==> src/rtl/dds_wave_gen.sv <==
// ---------------------------------------------------------------------------
// dds_wave_gen
//
// Direct digital synthesis waveform generator. A phase accumulator advances
// by the frequency control word on every taken sample; the phase (plus a
// per-sample offset) indexes a quarter-wave symmetric sine ROM that is built
// at elaboration. Sine, cosine, square and sawtooth shapes are produced as
// registered offset-binary samples with a valid strobe, three cycles after
// the sample is taken.
//
// Optional feature macro: DDS_PHASE_DITHER_EN
//   When defined, a 16-bit Fibonacci LFSR (x^16+x^14+x^13+x^11+1, seed
//   16'hACE1) adds pseudo-random bits below the table index to spread phase
//   truncation spurs. When undefined the generator is fully deterministic.
//
// Parameters:
//   PHASE_W  accumulator / tuning word width
//   ADDR_W   full-wave table index width (ROM holds 2^(ADDR_W-2)+1 entries)
//   OUT_W    output sample width, offset binary
//
// Ports:
//   clk         system clock, rising edge
//   rst_n       asynchronous active-low reset
//   en          take one sample this cycle and advance the accumulator
//   clr         synchronous clear of accumulator and pipeline, wins over en
//   fcw         frequency control word added per sample
//   phase_off   phase offset added before lookup
//   mode        0 sine, 1 cosine, 2 square, 3 sawtooth
//   sample_out  generated sample (holds between valid samples)
//   out_valid   sample_out carries a new sample this cycle
// ---------------------------------------------------------------------------
module dds_wave_gen #(
    parameter int PHASE_W = 24,
    parameter int ADDR_W  = 8,
    parameter int OUT_W   = 8
) (
    input  logic               clk,
    input  logic               rst_n,
    input  logic               en,
    input  logic               clr,
    input  logic [PHASE_W-1:0] fcw,
    input  logic [PHASE_W-1:0] phase_off,
    input  logic [1:0]         mode,
    output logic [OUT_W-1:0]   sample_out,
    output logic               out_valid
);

    localparam int  J_W   = ADDR_W - 2;
    localparam int  IDX_W = ADDR_W - 1;
    localparam int  Q     = 2 ** J_W;
    localparam real PI    = 3.14159265358979323846;

    // Midscale equals the sine amplitude; full scale is twice that.
    localparam logic [OUT_W-1:0]   MID  = {1'b0, {(OUT_W-1){1'b1}}};
    localparam logic [OUT_W-1:0]   FULL = {{(OUT_W-1){1'b1}}, 1'b0};
    localparam logic [PHASE_W-1:0] QTR  = {2'b01, {(PHASE_W-2){1'b0}}};
    localparam logic [IDX_W-1:0]   QIDX = {1'b1, {J_W{1'b0}}};

    // Round a non-negative real to nearest, ties away from zero.
    function automatic logic [OUT_W-1:0] round_pos(input real v);
        return OUT_W'($rtoi(v + 0.5));
    endfunction

    // Quarter-wave table entry j: round(A*sin(2*pi*j/2^ADDR_W)).
    function automatic logic [OUT_W-1:0] rom_entry(input int j);
        real amp;
        real ang;
        amp = (2.0 ** (OUT_W - 1)) - 1.0;
        ang = (2.0 * PI * j) / (2.0 ** ADDR_W);
        return round_pos(amp * $sin(ang));
    endfunction

    // Map quadrant and table magnitude to the selected output shape.
    function automatic logic [OUT_W-1:0] shape(input logic [1:0]       m,
                                               input logic [1:0]       quad,
                                               input logic [OUT_W-1:0] mag,
                                               input logic [OUT_W-1:0] saw);
        logic signed [OUT_W:0] bip;
        logic signed [OUT_W:0] sum;
        bip = quad[1] ? -$signed({1'b0, mag}) : $signed({1'b0, mag});
        sum = $signed({1'b0, MID}) + bip;
        case (m)
            2'd2:    return quad[1] ? '0 : FULL;
            2'd3:    return saw;
            default: return sum[OUT_W-1:0];
        endcase
    endfunction

    logic [OUT_W-1:0] rom [Q+1];

    for (genvar g = 0; g <= Q; g++) begin : g_rom
        assign rom[g] = rom_entry(g);
    end

    logic               take;
    logic [PHASE_W-1:0] acc;

    logic [PHASE_W-1:0] p_p0;
    logic [PHASE_W-1:0] off_p0;
    logic [1:0]         mode_p0;
    logic               vld_p0;

    logic [PHASE_W-1:0] pe;
    logic               unused_pe;

    logic [1:0]         quad_p1;
    logic [J_W-1:0]     j_p1;
    logic [1:0]         mode_p1;
    logic [OUT_W-1:0]   saw_p1;
    logic               vld_p1;

    logic [IDX_W-1:0]   rom_idx;

    logic [OUT_W-1:0]   mag_p2;
    logic [1:0]         quad_p2;
    logic [1:0]         mode_p2;
    logic [OUT_W-1:0]   saw_p2;
    logic               vld_p2;

    assign take = en && !clr;

`ifdef DDS_PHASE_DITHER_EN
    localparam int DITH_W = ((PHASE_W - ADDR_W) < 16) ? (PHASE_W - ADDR_W) : 16;

    logic [15:0]        lfsr;
    logic [PHASE_W-1:0] dith_next;
    logic [PHASE_W-1:0] dith_p0;

    always_comb begin
        dith_next = '0;
        for (int i = 0; i < DITH_W; i++) begin
            dith_next[i] = lfsr[i];
        end
    end

    always_ff @(posedge clk or negedge rst_n) begin
        if (!rst_n) begin
            lfsr    <= 16'hACE1;
            dith_p0 <= '0;
        end else if (clr) begin
            lfsr    <= 16'hACE1;
        end else if (take) begin
            lfsr    <= {lfsr[14:0], lfsr[15] ^ lfsr[13] ^ lfsr[12] ^ lfsr[10]};
            dith_p0 <= dith_next;
        end
    end
`endif

    // ---- stage 0: capture phase and per-sample controls, advance accumulator
    always_ff @(posedge clk or negedge rst_n) begin
        if (!rst_n) begin
            acc     <= '0;
            p_p0    <= '0;
            off_p0  <= '0;
            mode_p0 <= '0;
            vld_p0  <= 1'b0;
        end else if (clr) begin
            acc     <= '0;
            vld_p0  <= 1'b0;
        end else begin
            vld_p0  <= en;
            if (en) begin
                acc     <= acc + fcw;
                p_p0    <= acc;
                off_p0  <= phase_off;
                mode_p0 <= mode;
            end
        end
    end

    always_comb begin
        pe = p_p0 + off_p0 + ((mode_p0 == 2'd1) ? QTR : '0);
`ifdef DDS_PHASE_DITHER_EN
        pe = pe + dith_p0;
`endif
    end

    // Bits of pe below the table index are only needed for the carry.
    assign unused_pe = &{1'b0, pe};

    // ---- stage 1: effective phase split into quadrant and table index
    always_ff @(posedge clk or negedge rst_n) begin
        if (!rst_n) begin
            quad_p1 <= '0;
            j_p1    <= '0;
            mode_p1 <= '0;
            saw_p1  <= '0;
            vld_p1  <= 1'b0;
        end else begin
            quad_p1 <= pe[PHASE_W-1 -: 2];
            j_p1    <= pe[PHASE_W-3 -: J_W];
            mode_p1 <= mode_p0;
            saw_p1  <= pe[PHASE_W-1 -: OUT_W];
            vld_p1  <= vld_p0 && !clr;
        end
    end

    // Odd quadrants run the quarter table backwards.
    always_comb begin
        if (quad_p1[0]) begin
            rom_idx = QIDX - {1'b0, j_p1};
        end else begin
            rom_idx = {1'b0, j_p1};
        end
    end

    // ---- stage 2: registered ROM read
    always_ff @(posedge clk or negedge rst_n) begin
        if (!rst_n) begin
            mag_p2  <= '0;
            quad_p2 <= '0;
            mode_p2 <= '0;
            saw_p2  <= '0;
            vld_p2  <= 1'b0;
        end else begin
            mag_p2  <= rom[rom_idx];
            quad_p2 <= quad_p1;
            mode_p2 <= mode_p1;
            saw_p2  <= saw_p1;
            vld_p2  <= vld_p1 && !clr;
        end
    end

    // ---- stage 3: output shaping; sample_out holds across bubbles
    always_ff @(posedge clk or negedge rst_n) begin
        if (!rst_n) begin
            sample_out <= MID;
            out_valid  <= 1'b0;
        end else begin
            out_valid <= vld_p2 && !clr;
            if (vld_p2 && !clr) begin
                sample_out <= shape(mode_p2, quad_p2, mag_p2, saw_p2);
            end
        end
    end

endmodule
==> config.mk <==
export PLATFORM = sky130hd
export DESIGN_NAME = dds_wave_gen
export DESIGN_NICKNAME = d
export VERILOG_FILES = /design/src/rtl/dds_wave_gen.sv
export SDC_FILE = /design/constraint.sdc
export NUM_CORES = 1
export LEC_CHECK = 0
export BUFFER_PORTS_ARGS = -buffer_cell sky130_fd_sc_hd__buf_4
export CORE_ASPECT_RATIO = 1.4
export CORE_UTILIZATION = 33
export CTS_BUF_LIST = sky130_fd_sc_hd__clkbuf_8
export CTS_CLUSTER_DIAMETER = 100
export DETAILED_ROUTE_END_ITERATION = 10
export GPL_ROUTABILITY_DRIVEN = 1
export SYNTH_ARGS = -nofsm -noshare
export SYNTH_HDL_FRONTEND = slang
export SYNTH_SLANG_ARGS = --single-unit
==> constraint.sdc <==
create_clock -name clk -period 6.5 [get_ports clk]
set_input_delay 0.65 -clock clk [delete_from_list [all_inputs] [get_ports clk]]
set_output_delay 0.65 -clock clk [all_outputs]
set_load 0.01 [all_outputs]
==> results.cfg <==
[status]
run_status = finished, final reports clean

[critical_path]
crit_top_cell = o21ai_1
start_kind = flip-flop
end_kind = flip-flop
cp_top_family = compound AO/OA/AOI/OAI gates
slowest_stage = dfrtp_1
arrival_ns = 3.81
critPathMaxStageDelay_ns = 0.72
critPathBufInv = 1
cp_cell_sequence = inv_1 > ha_1 > nor3b_1 > o21ai_1 > nand2_1 > o311ai_0 > o21ai_1 > a221oi_1
required_ns = 6.81
worstSetupPathType = reg -> reg
cp_max_fo = 14

[synthesis]
ys_ff_latch = 113
yosysWarnings = 0
synth_top_area_share_pct = 35.7
avgSynthCellArea_um2 = 8.78
postSynth.asyncResetShare_pct = 100
synth-edff-count = 0
ys_top_cells_by_area = dfrtp_1, ha_1, nand2_1
seq_area_frac_synth_pct = 38.1
synth_top_area_cell = dfrtp_1
synthDistinctLibCells = 70
syn-num-nets = 972
netlist_instances = 847
synth_ff_type = dfrtp_1
syn_area_mm2 = 0.00744

[pwr]
p_int_mw = 1.89
leakage_nw = 4.11
p_per_area_mw_per_mm2 = 387
p_comb_share_pct = 47.2
swShare_pct = 43.0
total_power_mw = 3.31
ir_drop_uv = 157
seqPwrFrac_pct = 33.0
p_sw_mw = 1.42
p_clk_share_pct = 19.8

[final_layout]
antenna_cells = 0
fin_nets = 1021
stdcell_area_mm2 = 0.00855
drive_gt1_share_pct = 13.1
layout_commonest_cell = nand2_1
syn2layout_area_growth_pct = 14.9
final_cell_mix = nand2_1, dfrtp_1, ha_1

[clock_tree]
clk_pin_slew_ns = 0.07
max-clock-path-buffers = 2
cts_tree = yes
cts_hold_buf = 0
post_cts_buffers = 0
clk_latency_ns = 0.43
cts-resized-gates = 0
cts_sinks = 113
htree_levels = 4
cts_buffers = 17
ctsRootBufferMaster = clkbuf_8

[route]
wl_um = 18300
first_iter_violations = 469
route.detailed.drc = 0
vias_per_cell = 5.19
ant_nets = 0
routedWlPerCell_um = 15.1
vias = 6259
dr.pass1.iters = 4

[grt]
grt_max_degree = 62
grt-ovfl-total = 0
grt_antenna_before_repair = 0
grtUsageTotal_pct = 16.4
grt_pass1_vias = 6199
grt_pass1_wl_um = 30100

[sta]
worst_slew_pin_slew_ns = 0.989
fin_crit_ns = 3.49
fin_tns_setup_ns = 0
fin_crit_sh_pct = 53.7
finalMaxSlewViolations = 0
timing.fmax_mhz = 286
relSlewSlack_pct = 34.0
rsz0062_at_grt = false
finalHoldViolations = 0
finalSetupViolCount = 0
setup_slack_ns = 3.01
clock_skew_ns = 0.0158

[place]
io_buffers = 62
hpwl_um = 13800
dpl_cell_area_mm2 = 0.00816
gp_congestion = 0.924
dp_slack_ns = 3.17

[die]
num_rows = 64
die_h_um = 180
die_area_mm2 = 0.0232
pin_count = 63
core_mm2 = 0.0220
start_util_pct = 33.8
dieWidth_um = 129

[run]
cap_viol_max_count = 0

[worst_hold_path]
min_path_type = in -> async
[cell families after synthesis]
| family | count (synthesis) | share of synthesized area [%] |
|---|---|---|
| AOI/OAI and AO/OA | 215 | 19.9 |
| DFF | 113 | 38.1 |
| muxes | 16 | 2.19 |
| and+or+nand+nor | 335 | 20.0 |
| xor gates and xnor gates | 37 | 4.36 |
| buffers and inverters | 60 | 3.30 |
| adders and majority gates | 71 | 12.1 |
[cell usage after synthesis (13+ instances only)]
| master | number |
|---|---|
| mux2i_1 | 14 |
| or3_1 | 13 |
| inv_1 | 23 |
| nor2_1 | 34 |
| a211oi_1 | 13 |
| ha_1 | 69 |
| dfrtp_1 | 106 |
| nand3_1 | 21 |
| o21ai_0 | 49 |
| clkbuf_1 | 25 |
| xnor2_1 | 25 |
| nand2_1 | 201 |
| a21oi_1 | 47 |
[power by group through the flow]
stage / Clock [mW] / Combinational, mW / Sequential, mW
2_1_floorplan: 0 / 1.23 / 1.02
3_3_place_gp: 0 / 1.56 / 1.11
3_5_place_dp: 0 / 1.54 / 1.11
4_1_cts: 0.674 / 1.55 / 1.10
5_1_grt: 0.703 / 1.74 / 1.13
6_report: 0.655 / 1.56 / 1.09
[final cells by class]
| type | instances | area [um2] |
|---|---|---|
| Tap cell | 297 | 372 |
| Multi-Input combinational cell | 674 | 4360 |
| Inverter | 23 | 86.3 |
| Timing Repair Buffer | 67 | 503 |
| Fill cell | 2273 | 13500 |
| Clock inverter | 15 | 159 |
| Sequential cell | 113 | 2840 |
| Clock buffer | 17 | 234 |
[flip-flops by register name (all words and copies together) (netlist names)]
name        cells
vld_p0          1
vld_p2          1
out_valid       1
quad_p2         1
quad_p1         1
acc            24
sample_out      8
off_p0         24
mode_p1         2
mag_p2          7
saw_p1          7
mode_p2         2
mode_p0         2
vld_p1          1
saw_p2          7
p_p0           24
[metrics by stage]
stage / std cells / utilization (%) / hold WS, ns
4_1_cts: 1206 / 38.8 / 0.320
3_3_place_gp: 1174 / 37.0 / 0.333
3_5_place_dp: 1174 / 37.0 / 0.335
2_1_floorplan: 847 / - / 0.331
5_1_grt: 1206 / 38.8 / 0.350
6_report: 1206 / 38.8 / 0.304
[path summary, 6_finish.rpt]
check	startpoint	end	slack (ns)	cells after the start
min in group clk	quad_p1[1]	quad_p2[1]	0.35	0
worst max register to register	saw_p1[0]	mag_p2[0]	3.01	8
worst max-delay path	saw_p1[0]	mag_p2[0]	3.01	8
max in group asynchronous	rst_n	acc[13]	5.06	2
worst min-delay path	rst_n	sample_out[7]	0.30	1
worst min register to register	quad_p1[1]	quad_p2[1]	0.35	0
[metal layers]
layer | GRT usage [%] | vias up | wire length [um]
met3 | 2.62 | 31 | 667
met5 | 0 | - | 0
met2 | 28.6 | 147 | 9250
met4 | 6.59 | 0 | 456
li1 | - | 3157 | -
met1 | 19.7 | 2924 | 7900
Note: power is estimated with default switching activity, not from simulation.
